$ cat config.mk
export PLATFORM = sky130hd
export DESIGN_NAME = uart_peripheral_flat
export DESIGN_NICKNAME = d
export VERILOG_FILES = /design/src/rtl/uart_peripheral_if.sv /design/src/rtl/uart_peripheral.sv /design/src/flat_wrapper.sv
export SDC_FILE = /design/constraint.sdc
export NUM_CORES = 1
export LEC_CHECK = 0
export ABC_AREA = 1
export ABC_CLOCK_PERIOD_IN_PS = 4100
export BUFFER_PORTS_ARGS = -buffer_cell sky130_fd_sc_hd__buf_2
export CAP_MARGIN = 25
export CORE_MARGIN = 5
export CORE_UTILIZATION = 65
export CTS_CLUSTER_DIAMETER = 80
export DETAILED_ROUTE_END_ITERATION = 8
export GPL_TIMING_DRIVEN = 1
export HOLD_SLACK_MARGIN = 0.08
export PLACE_DENSITY = 0.95
export SYNTH_ARGS = -nofsm -noshare
export SYNTH_HDL_FRONTEND = slang
export SYNTH_SLANG_ARGS = --single-unit
$ cat constraint.sdc
create_clock -name clk -period 4.1 [get_ports clk]
set_input_delay 0.41 -clock clk [delete_from_list [all_inputs] [get_ports clk]]
set_output_delay 0.41 -clock clk [all_outputs]
set_load 0.02 [all_outputs]
$ cat src/rtl/uart_peripheral_if.sv
// Memory-bus port of the UART: one-cycle strobed accesses, registered read data.
interface uart_peripheral_if;
  logic        bus_enable;
  logic        write_enable;
  logic [3:0]  address;
  logic [31:0] data_in;
  logic [3:0]  write_mask;
  logic [31:0] data_out;

  modport master (output bus_enable, write_enable, address, data_in, write_mask,
                  input  data_out);
  modport slave  (input  bus_enable, write_enable, address, data_in, write_mask,
                  output data_out);
endinterface

$ cat src/rtl/uart_peripheral.sv
// 8N1 UART target on the CPU memory bus: TX FIFO + shifter, single-byte RX
// holding register, status with write-1-to-clear error bits, baud divisor.
module uart_peripheral #(
  parameter int DEFAULT_DIVISOR = 104,
  parameter int TX_FIFO_DEPTH   = 4
) (
  input  logic              clk,
  input  logic              reset_n,
  uart_peripheral_if.slave  bus,
  output logic              uart_tx,
  input  logic              uart_rx
);
  localparam int AW = $clog2(TX_FIFO_DEPTH);

  typedef enum logic [1:0] {S_IDLE, S_START, S_DATA, S_STOP} ser_state_t;

  // ---------------- bus decode ----------------
  logic [1:0] reg_sel;
  logic       rd_acc, wr_acc, lane0_wr, lane1_wr;
  assign reg_sel  = bus.address[3:2];
  assign rd_acc   = bus.bus_enable & ~bus.write_enable;
  assign wr_acc   = bus.bus_enable &  bus.write_enable;
  assign lane0_wr = wr_acc & ~bus.write_mask[0];
  assign lane1_wr = wr_acc & ~bus.write_mask[1];

  logic unused_bits;
  assign unused_bits = ^{bus.address[1:0], bus.data_in[31:16], bus.write_mask[3:2]};

  // ---------------- divisor ----------------
  logic [15:0] div_q, bit_time, half_time;
  assign bit_time  = (div_q < 16'd2) ? 16'd2 : div_q;
  assign half_time = bit_time >> 1;

  // Divisor register, byte-lane writable; counters reload from it only at bit boundaries
  always_ff @(posedge clk or negedge reset_n)
    if (!reset_n) div_q <= 16'(DEFAULT_DIVISOR);
    else if (reg_sel == 2'd3) begin
      if (lane0_wr) div_q[7:0]  <= bus.data_in[7:0];
      if (lane1_wr) div_q[15:8] <= bus.data_in[15:8];
    end

  // ---------------- TX FIFO ----------------
  logic [7:0]  fifo_mem [TX_FIFO_DEPTH];
  logic [AW:0] wr_ptr, rd_ptr;
  logic        fifo_empty, fifo_full, fifo_push, fifo_pop;
  assign fifo_empty = (wr_ptr == rd_ptr);
  assign fifo_full  = (wr_ptr[AW] != rd_ptr[AW]) && (wr_ptr[AW-1:0] == rd_ptr[AW-1:0]);
  // Full is judged before this cycle's pop, so a push into a full FIFO is dropped
  assign fifo_push  = lane0_wr && (reg_sel == 2'd0) && !fifo_full;

  // FIFO pointers; extra MSB distinguishes full from empty
  always_ff @(posedge clk or negedge reset_n)
    if (!reset_n) begin
      wr_ptr <= '0;
      rd_ptr <= '0;
    end else begin
      if (fifo_push) wr_ptr <= wr_ptr + 1'b1;
      if (fifo_pop)  rd_ptr <= rd_ptr + 1'b1;
    end

  // FIFO storage, no reset needed
  always_ff @(posedge clk)
    if (fifo_push) fifo_mem[wr_ptr[AW-1:0]] <= bus.data_in[7:0];

  // ---------------- transmitter ----------------
  ser_state_t  tx_state, tx_state_d;
  logic [15:0] tx_cnt, tx_cnt_d;
  logic [2:0]  tx_bit, tx_bit_d;
  logic [7:0]  tx_sh, tx_sh_d;
  logic        tx_line, tx_line_d, tx_next_frame;
  logic        tx_idle;
  assign tx_idle = fifo_empty && (tx_state == S_IDLE);
  assign uart_tx = tx_line;

  // TX state register; line is registered so reset forces it high immediately
  always_ff @(posedge clk or negedge reset_n)
    if (!reset_n) begin
      tx_state <= S_IDLE;
      tx_cnt   <= '0;
      tx_bit   <= '0;
      tx_sh    <= '0;
      tx_line  <= 1'b1;
    end else begin
      tx_state <= tx_state_d;
      tx_cnt   <= tx_cnt_d;
      tx_bit   <= tx_bit_d;
      tx_sh    <= tx_sh_d;
      tx_line  <= tx_line_d;
    end

  // TX next state: one down-counted bit time per START/DATA/STOP bit
  always_comb begin
    tx_state_d    = tx_state;
    tx_cnt_d      = tx_cnt;
    tx_bit_d      = tx_bit;
    tx_sh_d       = tx_sh;
    tx_line_d     = tx_line;
    tx_next_frame = 1'b0;
    fifo_pop      = 1'b0;
    case (tx_state)
      S_IDLE:  tx_next_frame = 1'b1;
      S_START: if (tx_cnt == '0) begin
                 tx_state_d = S_DATA;
                 tx_cnt_d   = bit_time - 16'd1;
                 tx_bit_d   = '0;
                 tx_line_d  = tx_sh[0];
               end else tx_cnt_d = tx_cnt - 16'd1;
      S_DATA:  if (tx_cnt == '0) begin
                 tx_cnt_d = bit_time - 16'd1;
                 tx_sh_d  = {1'b0, tx_sh[7:1]};
                 tx_bit_d = tx_bit + 3'd1;
                 if (tx_bit == 3'd7) begin
                   tx_state_d = S_STOP;
                   tx_line_d  = 1'b1;
                 end else tx_line_d = tx_sh[1];
               end else tx_cnt_d = tx_cnt - 16'd1;
      S_STOP:  if (tx_cnt == '0) begin
                 tx_state_d    = S_IDLE;
                 tx_next_frame = 1'b1;
               end else tx_cnt_d = tx_cnt - 16'd1;
      default: tx_state_d = S_IDLE;
    endcase
    // Start the next frame straight from IDLE or the end of STOP (no gap bit)
    if (tx_next_frame && !fifo_empty) begin
      fifo_pop   = 1'b1;
      tx_sh_d    = fifo_mem[rd_ptr[AW-1:0]];
      tx_cnt_d   = bit_time - 16'd1;
      tx_line_d  = 1'b0;
      tx_state_d = S_START;
    end
  end

  // ---------------- receiver ----------------
  logic [1:0] rx_sync;
  logic       rx_s, rx_prev;
  assign rx_s = rx_sync[1];

  // Two-flop synchronizer plus delayed copy for falling-edge detection
  always_ff @(posedge clk or negedge reset_n)
    if (!reset_n) begin
      rx_sync <= 2'b11;
      rx_prev <= 1'b1;
    end else begin
      rx_sync <= {rx_sync[0], uart_rx};
      rx_prev <= rx_s;
    end

  ser_state_t  rx_state, rx_state_d;
  logic [15:0] rx_cnt, rx_cnt_d;
  logic [2:0]  rx_bit, rx_bit_d;
  logic [7:0]  rx_sh, rx_sh_d;
  logic        rx_done, rx_ferr_set;

  // RX state register
  always_ff @(posedge clk or negedge reset_n)
    if (!reset_n) begin
      rx_state <= S_IDLE;
      rx_cnt   <= '0;
      rx_bit   <= '0;
      rx_sh    <= '0;
    end else begin
      rx_state <= rx_state_d;
      rx_cnt   <= rx_cnt_d;
      rx_bit   <= rx_bit_d;
      rx_sh    <= rx_sh_d;
    end

  // RX next state: half-bit wait to mid start bit, then sample every bit time
  always_comb begin
    rx_state_d  = rx_state;
    rx_cnt_d    = rx_cnt;
    rx_bit_d    = rx_bit;
    rx_sh_d     = rx_sh;
    rx_done     = 1'b0;
    rx_ferr_set = 1'b0;
    case (rx_state)
      S_IDLE:  if (rx_prev && !rx_s) begin
                 rx_state_d = S_START;
                 rx_cnt_d   = half_time - 16'd1;
               end
      S_START: if (rx_cnt == '0) begin
                 rx_state_d = rx_s ? S_IDLE : S_DATA;
                 rx_cnt_d   = bit_time - 16'd1;
                 rx_bit_d   = '0;
               end else rx_cnt_d = rx_cnt - 16'd1;
      S_DATA:  if (rx_cnt == '0) begin
                 rx_sh_d  = {rx_s, rx_sh[7:1]};
                 rx_bit_d = rx_bit + 3'd1;
                 rx_cnt_d = bit_time - 16'd1;
                 if (rx_bit == 3'd7) rx_state_d = S_STOP;
               end else rx_cnt_d = rx_cnt - 16'd1;
      S_STOP:  if (rx_cnt == '0) begin
                 rx_state_d  = S_IDLE;
                 rx_done     = rx_s;
                 rx_ferr_set = !rx_s;
               end else rx_cnt_d = rx_cnt - 16'd1;
      default: rx_state_d = S_IDLE;
    endcase
  end

  // ---------------- RX holding / status ----------------
  logic       rx_valid, rx_overrun, rx_frame_err;
  logic [7:0] rx_byte;
  logic       rx_pop, sts_w1c;
  assign rx_pop  = rd_acc && (reg_sel == 2'd1) && rx_valid;
  assign sts_w1c = lane0_wr && (reg_sel == 2'd2);

  // Holding register: a read in the completion cycle frees the slot for the new byte;
  // a freshly detected error beats a simultaneous clear
  always_ff @(posedge clk or negedge reset_n)
    if (!reset_n) begin
      rx_valid     <= 1'b0;
      rx_byte      <= '0;
      rx_overrun   <= 1'b0;
      rx_frame_err <= 1'b0;
    end else begin
      if (rx_done && (!rx_valid || rx_pop)) begin
        rx_valid <= 1'b1;
        rx_byte  <= rx_sh;
      end else if (rx_pop) rx_valid <= 1'b0;
      rx_overrun   <= (rx_overrun & ~(sts_w1c & bus.data_in[3])) | (rx_done & rx_valid & ~rx_pop);
      rx_frame_err <= (rx_frame_err & ~(sts_w1c & bus.data_in[4])) | rx_ferr_set;
    end

  // Registered read data, updated only by reads
  always_ff @(posedge clk or negedge reset_n)
    if (!reset_n) bus.data_out <= '0;
    else if (rd_acc)
      case (reg_sel)
        2'd0:    bus.data_out <= '0;
        2'd1:    bus.data_out <= {23'b0, rx_valid, rx_byte};
        2'd2:    bus.data_out <= {27'b0, rx_frame_err, rx_overrun, rx_valid, tx_idle, fifo_full};
        default: bus.data_out <= {16'b0, div_q};
      endcase
endmodule

$ cat src/flat_wrapper.sv
// flat-port wrapper written by rule: the top's interface ports become plain ports
module uart_peripheral_flat 
#(
  parameter int DEFAULT_DIVISOR = 104,
  parameter int TX_FIFO_DEPTH   = 4
)
  (clk, reset_n, uart_tx, uart_rx, bus_bus_enable, bus_write_enable, bus_address, bus_data_in, bus_write_mask, bus_data_out);
  uart_peripheral_if bus_i ();
  input  logic clk;
  input  logic reset_n;
  output logic uart_tx;
  input  logic uart_rx;
  input wire logic [$bits(bus_i.bus_enable)-1:0] bus_bus_enable;
  input wire logic [$bits(bus_i.write_enable)-1:0] bus_write_enable;
  input wire logic [$bits(bus_i.address)-1:0] bus_address;
  input wire logic [$bits(bus_i.data_in)-1:0] bus_data_in;
  input wire logic [$bits(bus_i.write_mask)-1:0] bus_write_mask;
  output wire logic [$bits(bus_i.data_out)-1:0] bus_data_out;
  assign bus_i.bus_enable = bus_bus_enable;
  assign bus_i.write_enable = bus_write_enable;
  assign bus_i.address = bus_address;
  assign bus_i.data_in = bus_data_in;
  assign bus_i.write_mask = bus_write_mask;
  assign bus_data_out = bus_i.data_out;
  uart_peripheral #(.DEFAULT_DIVISOR(DEFAULT_DIVISOR), .TX_FIFO_DEPTH(TX_FIFO_DEPTH)) u_core (.clk(clk), .reset_n(reset_n), .bus(bus_i), .uart_tx(uart_tx), .uart_rx(uart_rx));
endmodule
==> summary.txt, run 1 <==
Critical path
  • Crit path DAT: 3.20 ns
  • R2r worst-path depth: 15
  • Worst setup endpoint: u_core.tx_cnt[11]$_DFFE_PN0P_
  • Flop-to-flop setup slack: 1.23 ns
  • Crit Path Max Fanout: 6
  • Critical R2R Launch: u_core.div_q[5]$_DFFE_PN1P_
  • Critical path capture point type: register
  • Required @ worst endpoint: 4.43 ns
  • Crit Reg-Reg Endpoint: u_core.tx_cnt[11]$_DFFE_PN0P_
  • Startpoint types: register
  • CP Class: reg -> reg
  • Worst setup startpoint: u_core.div_q[5]$_DFFE_PN1P_

Power and ir drop
  • VDD IR max: 0.435 mV
  • Static leakage: 4.09 nW
  • Pwr/cell area: 567 mW/mm^2

STA
  • Hold_ws: 0.225 ns
  • Max Slew Vio Count: 0
  • Least-Margin Pin Slew: 0.844 ns
  • Minimum clock period after layout: roughly 2.9 ns
  • Sum Neg Setup Slack: 0 ns
  • Worst Skew: 0.00748 ns
  • Setup violators final: 0
  • Final hold vios: 0
  • Max Fclk: ~0.35 GHz
  • RSZ-0062 raised after global routing: no
  • Slew HR: 0.435
  • Period utilization: 0.700

Drt
  • Antenna Nets Post-Route: 0
  • Detail-routed via count per cell: 5.93
  • Total vias in the final route: between 7,000 and 8,000
  • 1st-pass router iterations: 6
  • WL final: 20,900 um
  • Routed length per placed instance: 17.3 um
  • Initial DRC count: 764
  • DR DRC count: 0

Global routing
  • Vias in the first global route: 7,196
  • Total GRT Usage: 0.306
  • Largest net degree at the start of global routing: 43
  • Total congestion overflow: 0
  • Initial antenna violation count: 0
  • First-pass GRT wire length: 35,300 um

Synth
  • Post-synthesis sequential area ratio: 0.459
  • Primary FF master, synth: dfrtp_1
  • Post-synthesis cell area: 0.00816 sq mm
  • Post-Syn Instances: 984
  • Count of different cell masters after synthesis: 48
  • EDFF count, synth: 32
  • FFs w/ async S/R, synth: 0.776
  • Synth Register Bits: 143
  • Synth warn: 0
  • Syn Area/Cell: 8.29 sq um

Floorplan
  • Die Span Y: 122 um
  • Row count: 41
  • I/O pin count: 78
  • Core area: about 0.012 sq mm
  • Starting Density: 0.654
  • Chip Width: ~120 um
  • Die Area: 0.0149 sq mm

Place
  • Port bufs: slightly above 40
  • RePlAce Congestion: between 0.9 and 1
  • Detailed placement HPWL: 13,900 um
  • Dpl cells: 1,175

Run status
  • Status: finished clean

CTS
  • Root Driver: clkbuf_16
  • CTS buffer count: 17
  • Worst skew pair latency: 0.44 ns
  • Longest Clk Path Bufs: 2
  • Clock sink count: around 140
  • CTS tree: done
  • Worst-path clk slew: 0.06 ns
  • H-tree depth: 4

Flow run
  • Maxcap violations: 0

Final layout
  • Post-route insts no fill: 1,209
  • Ratio of cells with drive above 1 in the final layout: 0.129
  • Synthesis-to-layout area growth: 10.2%
  • # diodes: 0
  • Fin nets: around 1,100

Worst hold path
  • Worst hold path type: in -> reg
  • Hold Crit Depth: 3
## power breakdown
part	total (mW)	internal [mW]	leakage, nW	switching (mW)
registers	1.95	1.69	1.62	0.261
clock network	1.57	0.921	0.284	0.653
logic	1.57	0.524	2.19	1.05
total	5.10	3.14	4.09	1.96
## cells in the mapped netlist, types with 11 or more instances
| master | instances | area [sq um] |
|---|---|---|
| xnor2_1 | 13 | 114 |
| xor2_1 | 32 | 280 |
| ha_1 | 26 | 325 |
| nand4_1 | 11 | 68.8 |
| nor2_2 | 11 | 68.8 |
| buf_4 | 17 | 128 |
| nand2_1 | 228 | 856 |
| nor2_1 | 114 | 428 |
| o21ai_1 | 17 | 85.1 |
| dfrtp_1 | 104 | 2600 |
| edfxtp_1 | 32 | 961 |
| nand3_1 | 45 | 225 |
| o21ai_0 | 75 | 375 |
| inv_1 | 103 | 387 |
| a21oi_1 | 41 | 205 |
| o211ai_1 | 14 | 105 |
## metal layers
layer	wire length, um	track usage	part of all wire	vias up
li1	-	-	-	3268
met1	7630	0.362	0.37	3357
met2	10100	0.501	0.48	434
met3	1940	0.0752	0.093	112
met4	1210	0.192	0.058	0
met5	0	0	0	-
## worst min-delay path by stage
stage / endpoint / slack [ns] / start
floorplan: asynchronous set/reset pin / 0.11 / reset_n
global placement: u_core.rx_sync[1]$_DFF_PN1_ / 0.35 / u_core.rx_sync[0]$_DFF_PN1_
global route: u_core.fifo_mem[1][4]$_DFFE_PP_ / 0.23 / bus_data_in[4]
finish: u_core.div_q[9]$_DFFE_PN0P_ / 0.23 / bus_data_in[9]
detailed placement: u_core.rx_sync[1]$_DFF_PN1_ / 0.35 / u_core.rx_sync[0]$_DFF_PN1_
CTS: u_core.fifo_mem[0][3]$_DFFE_PP_ / 0.22 / bus_data_in[3]
## sequential cells by signal, summed over array words and instances (netlist names), 3 cells and up, named ones only
register,cells
u_core.bus.data_out,16
u_core.rd_ptr,3
u_core.tx_bit,3
u_core.rx_bit,3
u_core.div_q,16
u_core.rx_byte,8
u_core.rx_cnt,16
u_core.rx_sh,8
u_core.wr_ptr,3
u_core.tx_cnt,16
u_core.fifo_mem,32
u_core.tx_sh,8
## what timing repair did
item,CTS,global route
hold endpoints to repair,40,0
setup endpoints to repair,0,0
setup buffers,0,0
hold buffers,2,0
gates resized for setup,0,0
## cell families (layout without fill, tap and decap cells)
group | Yosys count | after routing | share of synthesized area
simple gates | 435 | 435 | 0.233
compound gates | 182 | 182 | 0.131
buf+inv | 151 | 189 | 0.0864
flops | 143 | 143 | 0.459
xor+xnor | 45 | 45 | 0.0483
fa+ha+maj | 26 | 26 | 0.0399
other cells | 1 | 16 | 0.000460
mux | 1 | 1 | 0.00184
## area by class of cell
type,count,area (sq um)
Clock buffer,18,439
Fill cell,836,3480
Timing Repair Buffer,46,250
Clock inverter,14,155
Inverter,111,417
Multi-Input combinational cell,705,3760
Tap cell,172,215
Sequential cell,143,3750
## worst max-delay path, stage by stage (launching register included)
cell,delay (ns)
dfstp_2,0.59
nor2_1,0.07
nand2_1,0.14
nor2_1,0.07
nand2_2,0.12
nand2_1,0.16
inv_2,0.14
ha_1,0.19
nand2_1,0.11
inv_1,0.15
nand2_1,0.11
nor3_1,0.22
nand2_1,0.10
xor2_1,0.26
nor2_1,0.08
o21ai_0,0.26
## cell usage in the layout, fill, tap and decap left out, types with 2 or more instances in the layout
cell type / synthesis / final
nand3_1: 45 / 45
nor2_4: 3 / 3
buf_2: 2 / 40
ha_1: 26 / 26
o211ai_2: 6 / 6
nand2_4: 3 / 3
a31oi_1: 3 / 3
a21oi_1: 41 / 41
dfrtp_1: 104 / 104
a41oi_1: 3 / 3
nor3_1: 4 / 4
dfstp_2: 7 / 7
nand2_1: 228 / 228
o22ai_1: 8 / 8
nor2_2: 11 / 11
nand3b_1: 2 / 2
o21ai_1: 17 / 17
nand2_2: 4 / 4
buf_4: 17 / 4
xor2_1: 32 / 32
edfxtp_1: 32 / 32
inv_6: 0 / 5
dlygate4sd3_1: 0 / 2
a221oi_1: 2 / 2
nand3_2: 2 / 2
o21ai_2: 10 / 10
conb_1: 1 / 16
nand4_1: 11 / 11
inv_2: 7 / 7
o21ai_0: 75 / 75
or2_0: 2 / 2
inv_1: 103 / 103
clkinvlp_4: 0 / 3
nor2_1: 114 / 114
clkbuf_16: 0 / 17
o211ai_1: 14 / 14
xnor2_1: 13 / 13
bufinv_16: 0 / 2
clkinv_1: 1 / 2
## through the flow
| stage | util | worst slack, ns | area (sq um) | total power, mW |
|---|---|---|---|---|
| global route | 0.721 | 0.924 | 8980 | 5.39 |
| floorplan | - | 1.84 | 8210 | 3.06 |
| global placement | 0.671 | 1.40 | 8370 | 3.39 |
| CTS | 0.721 | 1.30 | 8980 | 5.06 |
| detailed placement | 0.671 | 1.35 | 8370 | 3.47 |
| finish | 0.721 | 1.23 | 8980 | 5.10 |
Note: power is estimated with default switching activity, not from simulation.
==> run 2: changes to the inputs <==
--- a/config.mk
+++ b/config.mk
@@ -6,16 +6,16 @@
 export NUM_CORES = 1
 export LEC_CHECK = 0
 export ABC_AREA = 1
-export ABC_CLOCK_PERIOD_IN_PS = 4100
+export ABC_CLOCK_PERIOD_IN_PS = 2800
 export BUFFER_PORTS_ARGS = -buffer_cell sky130_fd_sc_hd__buf_2
 export CAP_MARGIN = 25
 export CORE_MARGIN = 5
-export CORE_UTILIZATION = 65
+export CORE_UTILIZATION = 60
 export CTS_CLUSTER_DIAMETER = 80
 export DETAILED_ROUTE_END_ITERATION = 8
 export GPL_TIMING_DRIVEN = 1
 export HOLD_SLACK_MARGIN = 0.08
-export PLACE_DENSITY = 0.95
+export PLACE_DENSITY = 0.9
 export SYNTH_ARGS = -nofsm -noshare
 export SYNTH_HDL_FRONTEND = slang
 export SYNTH_SLANG_ARGS = --single-unit
==> constraint.sdc (replaced) <==
create_clock -name clk -period 2.8 [get_ports clk]
set_input_delay 0.28 -clock clk [delete_from_list [all_inputs] [get_ports clk]]
set_output_delay 0.28 -clock clk [all_outputs]
set_load 0.02 [all_outputs]
==> run 2 against run 1 <==
Against the previous run: sequential cell count unchanged; via count decreased by 1.8%; power increased by 46%; critical endpoint is now u_core.tx_cnt[8]$_DFFE_PN0P_.
==> summary.txt, run 2 (synthesized netlist as in run 1, its figures left out) <==
Run status
  • Status: finished clean

Critical path
  • Startpoint types: register
  • Crit-path cells: nor2_1, nand2_1, nor2_1, nand2_2, nand2_1, inv_2, ha_1, nand2_1, nor2_1, xor2_1, nand2_1, o211ai_1, o21ai_0
  • CP dominant cell by count: nand2_1
  • CP bufs+invs: 1 (-1)
  • Critical path's slowest cell: dfstp_2
  • Max incr delay on CP: 0.60 ns (about the same)
  • Crit Path Max Fanout: 5 (-1)
  • Required @ worst endpoint: 3.11 ns (-1.32 ns)
  • Flop-to-flop setup slack: 0.13 ns (-1.10 ns)
  • CP Class: reg -> reg
  • Crit path DAT: 2.98 ns (-0.22 ns)
  • Critical path's top delay family: simple AND/OR/NAND/NOR gates
  • Critical path capture point type: register

STA
  • Max Fclk: 0.375 GHz (+7.5%)
  • Minimum clock period after layout: 2.67 ns (-0.200 ns)
  • Max Slew Vio Count: 0 (unchanged)
  • Period utilization: 0.953 (+0.253)
  • Slew HR: 0.499 (+0.0633)
  • Setup violators final: 0 (unchanged)
  • Least-Margin Pin Slew: 0.752 ns (-0.0920 ns)
  • Worst Skew: 0.0135 ns (+0.00606 ns)
  • Final hold vios: 0 (unchanged)

Global routing
  • Vias in the first global route: 6,713 (-6.7%)
  • Total congestion overflow: 0 (unchanged)
  • Largest net degree at the start of global routing: 72 (+67%)
  • Total GRT Usage: 0.261 (-0.0451)
  • Initial antenna violation count: 0 (unchanged)
  • First-pass GRT wire length: 33,600 um (-4.9%)

Drt
  • DR DRC count: 0 (unchanged)
  • WL final: 20,400 um (-2.5%)
  • 1st-pass router iterations: 5 (-1)
  • Total vias in the final route: 7,045 (-1.8%)
  • Initial DRC count: 719 (-5.9%)
  • Detail-routed via count per cell: 5.76 (-3.0%)
  • Routed length per placed instance: 16.6 um (-3.7%)
  • Antenna Nets Post-Route: 0 (unchanged)

Final layout
  • Most common cell after layout, fill and taps aside: nand2_1
  • Layout fillers: 952 (+14%)
  • FF+latch area: 0.00375 sq mm (about the same)
  • Ratio of cells with drive above 1 in the final layout: 0.145 (+0.0158)
  • Multi-input gate area: 0.00378 sq mm (+0.53%)
  • Post-route insts no fill: 1,224 (+1.2%)
  • # diodes: 0 (unchanged)
  • Largest register FFs: 32 (unchanged)
  • Final instance area: 0.00910 sq mm (+1.3%)
  • Synthesis-to-layout area growth: 11.6%
  • Most frequent cells in the layout: nand2_1 (228), nor2_1 (111), inv_1 (103), dfrtp_1 (102), o21ai_0 (75)
  • Fin nets: 1,106 (+1.0%)

Worst hold path
  • Worst hold path type: in -> reg

Power and ir drop
  • Static leakage: 4.16 nW (+1.7%)
  • Pwr/cell area: 817 mW/mm^2 (+44%)
  • VDD IR max: 0.823 mV (+89%)

CTS
  • Worst-path clk slew: 0.07 ns (about the same)
  • CTS buffer count: 17 (unchanged)
  • Clock sink count: 143 (unchanged)
  • Longest Clk Path Bufs: 2 (unchanged)
  • CTS tree: done
  • H-tree depth: 4 (unchanged)
  • Root Driver: clkbuf_16
  • Worst skew pair latency: 0.44 ns (about the same)
  • Postcts setup bufs: 0 (unchanged)

Floorplan
  • Die Area: 0.0160 sq mm (+7.6%)
  • Die Span Y: 127 um (+3.7%)
  • Starting Density: 0.613 (-0.0408)
  • Core area: 0.0133 sq mm (+6.7%)
  • Chip Width: 127 um (+3.7%)
  • I/O pin count: 78 (unchanged)
  • Row count: 42 (+2.4%)

Flow run
  • Maxcap violations: 0 (unchanged)

Place
  • Port bufs: 41 (unchanged)
  • RePlAce Congestion: 0.962 (+3.0%)
  • Dpl cells: 1,189 (+1.2%)
  • Cell Area, Placed: 0.00846 sq mm (+1.1%)
  • Detailed placement HPWL: 13,600 um (-2.3%)
==> run 2: cell types whose count changed in the layout (fill, tap and decap cells not counted), sizes merged <==
cell / change
clkinvlp: -3
buf: +10
dlygate4sd3: +1
inv: +6
clkbuf: -1
bufinv: -2
==> run 2: layer usage <==
| layer | GRT usage | wire, um | up-vias |
|---|---|---|---|
| met1 | 0.332 | 7890 | 3310 |
| met3 | 0.0588 | 1660 | 72 |
| met4 | 0.111 | 721 | 0 |
| met2 | 0.431 | 10100 | 374 |
| met5 | 0 | 0 | - |
| li1 | - | - | 3289 |
==> run 2: final cells by class <==
cell class	count	share of cell area
inverter	111	0.0458
multi-input combinational	705	0.415
timing repair buffer	57	0.0382
tap	176	0.0242
clock buffer	17	0.0467
clock inverter	15	0.0176
sequential	143	0.412
==> run 2: per-stage QoR <==
stage / power, mW / worst slack (ns) / setup TNS (ns) / util / hold slack [ns]
after global placement: 5.02 / 0.277 / 0 / 0.637 / 0.304
after floorplan: 4.49 / 0.542 / 0 / - / -0.0156
after detailed placement: 5.11 / 0.191 / 0 / 0.637 / 0.310
after global routing: 7.87 / -0.00344 / -0.00344 / 0.685 / 0.0919
final: 7.44 / 0.132 / 0 / 0.685 / 0.0987
after CTS: 7.39 / 0.149 / 0 / 0.683 / 0.0860
==> run 2: worst register-to-register path: cells and delay by family, from the launching register on <==
family	cells	cell delay (ns)
xor+xnor	1	0.44
compound gates	2	0.20
flops	1	0.60
simple gates	8	0.98
fa+ha+maj	1	0.21
buf+inv	1	0.10
==> run 2: final timing paths <==
kind                                             start                      endpoint  cells past startpoint
max                        u_core.div_q[5]$_DFFE_PN1P_  u_core.tx_cnt[8]$_DFFE_PN0P_                     13
max in group asynchronous                      reset_n   u_core.rx_sync[0]$_DFF_PN1_                      3
min reg2reg                u_core.rx_sync[0]$_DFF_PN1_   u_core.rx_sync[1]$_DFF_PN1_                      0
min                                    bus_data_in[10]  u_core.div_q[10]$_DFFE_PN0P_                      3
max reg2reg                u_core.div_q[5]$_DFFE_PN1P_  u_core.tx_cnt[8]$_DFFE_PN0P_                     13
min in group asynchronous                      reset_n  u_core.tx_cnt[9]$_DFFE_PN0P_                      2
==> run 2: timing repair <==
action,CTS,global route
hold buffers,3,0
setup endpoints to repair,0,4
endpoints found under the hold margin,45,0
gates resized for setup,0,7
==> run 2: where the power goes <==
group	internal (mW)	switching, mW
clock	1.20	1.05
sequential	2.48	0.377
combinational	0.795	1.54
total	4.47	2.97
==> run 3: changes to the inputs <==
--- a/config.mk
+++ b/config.mk
@@ -11,11 +11,12 @@
 export CAP_MARGIN = 25
 export CORE_MARGIN = 5
 export CORE_UTILIZATION = 60
-export CTS_CLUSTER_DIAMETER = 80
 export DETAILED_ROUTE_END_ITERATION = 8
 export GPL_TIMING_DRIVEN = 1
 export HOLD_SLACK_MARGIN = 0.08
 export PLACE_DENSITY = 0.9
+export REMOVE_ABC_BUFFERS = 1
+export SETUP_SLACK_MARGIN = 0.1
 export SYNTH_ARGS = -nofsm -noshare
 export SYNTH_HDL_FRONTEND = slang
 export SYNTH_SLANG_ARGS = --single-unit
==> run 3 against run 2 <==
Against the previous run: global-route usage fell by 0.26 points; die area is the same; register-to-register slack better by 0.19 ns; sequential power is essentially flat; fmax up 7.5%; via count down 0.20%; final area increased by 0.26%; combinational power is essentially flat; setup slack better by 0.19 ns; non-clock buffer count is 1 lower.
==> summary.txt, run 3 (synthesized netlist as in run 1, its figures left out) <==
Global routing
  • Met2 Resource Use GR: 0.433 (+0.00249)
  • Grt peak-use layer: met2
  • GRT met3 Usage: 0.0450 (-0.0139)
  • Total congestion overflow: 0 (unchanged)
  • First-pass GRT wire length: 33,500 um (-0.21%)
  • Total GRT Usage: 0.258 (-0.00260)
  • Largest net degree at the start of global routing: 77 (+6.9%)
  • Initial antenna violation count: 0 (unchanged)
  • Vias in the first global route: 6,859 (+2.2%)
  • Grt met1 use: 0.330 (-0.00148)

Critical path
  • CP bufs+invs: 1 (unchanged)
  • Critical path's slowest cell: dfrtp_1
  • Startpoint types: register
  • Critical path's top delay family: simple AND/OR/NAND/NOR gates
  • Worst setup startpoint: u_core.div_q[10]$_DFFE_PN0P_
  • CP dominant cell by count: nand2_1
  • Crit-path cells: nor2_2, nand2_1, nor2_1, nand2_2, nand2_1, inv_2, ha_1, nand2_2, nor2_4, nand2_1, xor2_2, nor2_1, nor2_1, nand3_1, nand3_1, nand2_1
  • CP Class: reg -> reg
  • Crit path DAT: 2.80 ns (-0.18 ns)
  • Critical path capture point type: register
  • Max incr delay on CP: 0.46 ns (-0.14 ns)
  • Critical R2R Launch: u_core.div_q[10]$_DFFE_PN0P_
  • Required @ worst endpoint: 3.11 ns (about the same)
  • Crit Path Max Fanout: 6 (+1)

CTS
  • Worst-path clk slew: 0.06 ns (about the same)
  • Clock sink count: 143 (unchanged)
  • H-tree depth: 4 (unchanged)
  • Root Driver: clkbuf_16
  • Longest Clk Path Bufs: 2 (unchanged)
  • CTS tree: done
  • Worst skew pair latency: 0.43 ns (about the same)
  • CTS buffer count: 17 (unchanged)

Place
  • Port bufs: 41 (unchanged)
  • RePlAce Congestion: 0.950 (-1.3%)
  • Post-Place Setup Slack: 0.215 ns (+0.0235 ns)
  • Dpl cells: 1,188 (-0.084%)
  • Detailed placement HPWL: 13,600 um (-0.57%)

Power and ir drop
  • Pwr/cell area: 821 mW/mm^2 (+0.49%)
  • VDD IR max: 0.793 mV (-3.7%)
  • Static leakage: 4.16 nW (about the same)

Drt
  • Detail-routed via count per cell: 5.75 (-0.12%)
  • Initial DRC count: 757 (+5.3%)
  • 1st-pass router iterations: 6 (+1)
  • Antenna Nets Post-Route: 0 (unchanged)
  • Total vias in the final route: 7,031 (-0.20%)
  • DR DRC count: 0 (unchanged)
  • Routed length per placed instance: 16.5 um (-0.83%)
  • WL final: 20,200 um (-0.91%)

Final layout
  • Layout fillers: 928 (-2.5%)
  • Ratio of cells with drive above 1 in the final layout: 0.146 (+0.00109)
  • Most frequent cells in the layout: nand2_1 (226), nor2_1 (112), dfrtp_1 (104), inv_1 (101), o21ai_0 (75)
  • Synthesis-to-layout area growth: 11.9%
  • Largest register FFs: 32 (unchanged)
  • Post-route insts no fill: 1,223 (-0.082%)
  • Most common cell after layout, fill and taps aside: nand2_1
  • # diodes: 0 (unchanged)
  • Fin nets: 1,105 (-0.090%)

STA
  • Hold_ws: 0.0967 ns (-0.00203 ns)
  • Max Slew Vio Count: 0 (unchanged)
  • Sum Neg Setup Slack: 0 ns (unchanged)
  • Period utilization: 0.886 (-0.0668)
  • Final hold vios: 0 (unchanged)
  • Setup violators final: 0 (unchanged)
  • Worst Skew: 0.00839 ns (-0.00515 ns)
  • Max Fclk: 0.403 GHz (+7.5%)
  • Minimum clock period after layout: 2.48 ns (-0.187 ns)
  • RSZ-0062 raised after global routing: no
  • Least-Margin Pin Slew: 0.742 ns (-0.00970 ns)
  • Worst setup margin: 0.319 ns (+0.187 ns)
  • Slew HR: 0.505 (+0.00647)

Worst hold path
  • Worst hold path type: in -> reg
  • Hold_sp: bus_data_in[7]

Flow run
  • Maxcap violations: 0 (unchanged)

Floorplan
  • Core area: 0.0133 sq mm (unchanged)
  • Die Area: 0.0160 sq mm (unchanged)
  • Die Span Y: 127 um (unchanged)
  • Starting Density: 0.613 (unchanged)
  • Row count: 42 (unchanged)
  • Chip Width: 127 um (unchanged)
  • I/O pin count: 78 (unchanged)

Run status
  • Status: finished clean
run 3: cell types whose count changed in the layout (fill, tap and decap cells not counted), sizes merged:
| cell | change |
|---|---|
| inv | -4 |
| bufinv | +2 |
| buf | -1 |
| clkinv | +1 |
| clkinvlp | +1 |
run 3: what timing repair did:
item | in CTS | in global routing
endpoints found under the setup margin | 0 | 7
hold buffers | 3 | 0
hold endpoints to repair | 38 | 0
buffers inserted | 0 | 0
gates resized for setup | 0 | 11
run 3: area by class of cell:
cell class              instances  area [sq um]  area share
clock buffers                  17           425      0.0466
clock inverters                15           171      0.0188
inverters                     111           417      0.0457
multi-input cells             705          3800       0.417
flip-flops and latches        143          3750       0.411
well taps                     176           220      0.0241
repair buffers                 56           340      0.0373
run 3: through the flow:
step | utilization | power [mW] | area (sq um)
after detailed placement | 0.636 | 5.10 | 8460
final | 0.686 | 7.50 | 9130
after CTS | 0.683 | 7.43 | 9080
after floorplan | - | 4.43 | 7930
after global placement | 0.636 | 5.01 | 8460
after global routing | 0.686 | 7.92 | 9130
run 3: layer usage:
metal  share of wire  wire length [um]  vias up
met4           0.032               638        0
met3           0.075              1510       63
met2            0.50              9990      365
met5               0                 0        -
li1                -                 -     3294
met1            0.40              8030     3309
run 3: power by group:
part           internal, mW  switching [mW]  leakage [nW]
clock                  1.34           0.969         0.292
combinational         0.800            1.55          2.24
sequential             2.48           0.362          1.62
run 3: final timing paths:
path | endpoint | slack (ns) | depth (start not counted)
worst max register to register | u_core.rx_cnt[14]$_DFFE_PN0P_ | 0.32 | 16
worst min register to register | u_core.rx_sync[1]$_DFF_PN1_ | 0.35 | 0
min in group asynchronous | u_core.rx_sh[4]$_DFFE_PN0P_ | 0.35 | 2
max in group asynchronous | u_core.uart_tx$_DFFE_PN1P_ | 1.66 | 3
worst max-delay path | u_core.rx_cnt[14]$_DFFE_PN0P_ | 0.32 | 16
worst min-delay path | u_core.fifo_mem[1][7]$_DFFE_PP_ | 0.1 | 1
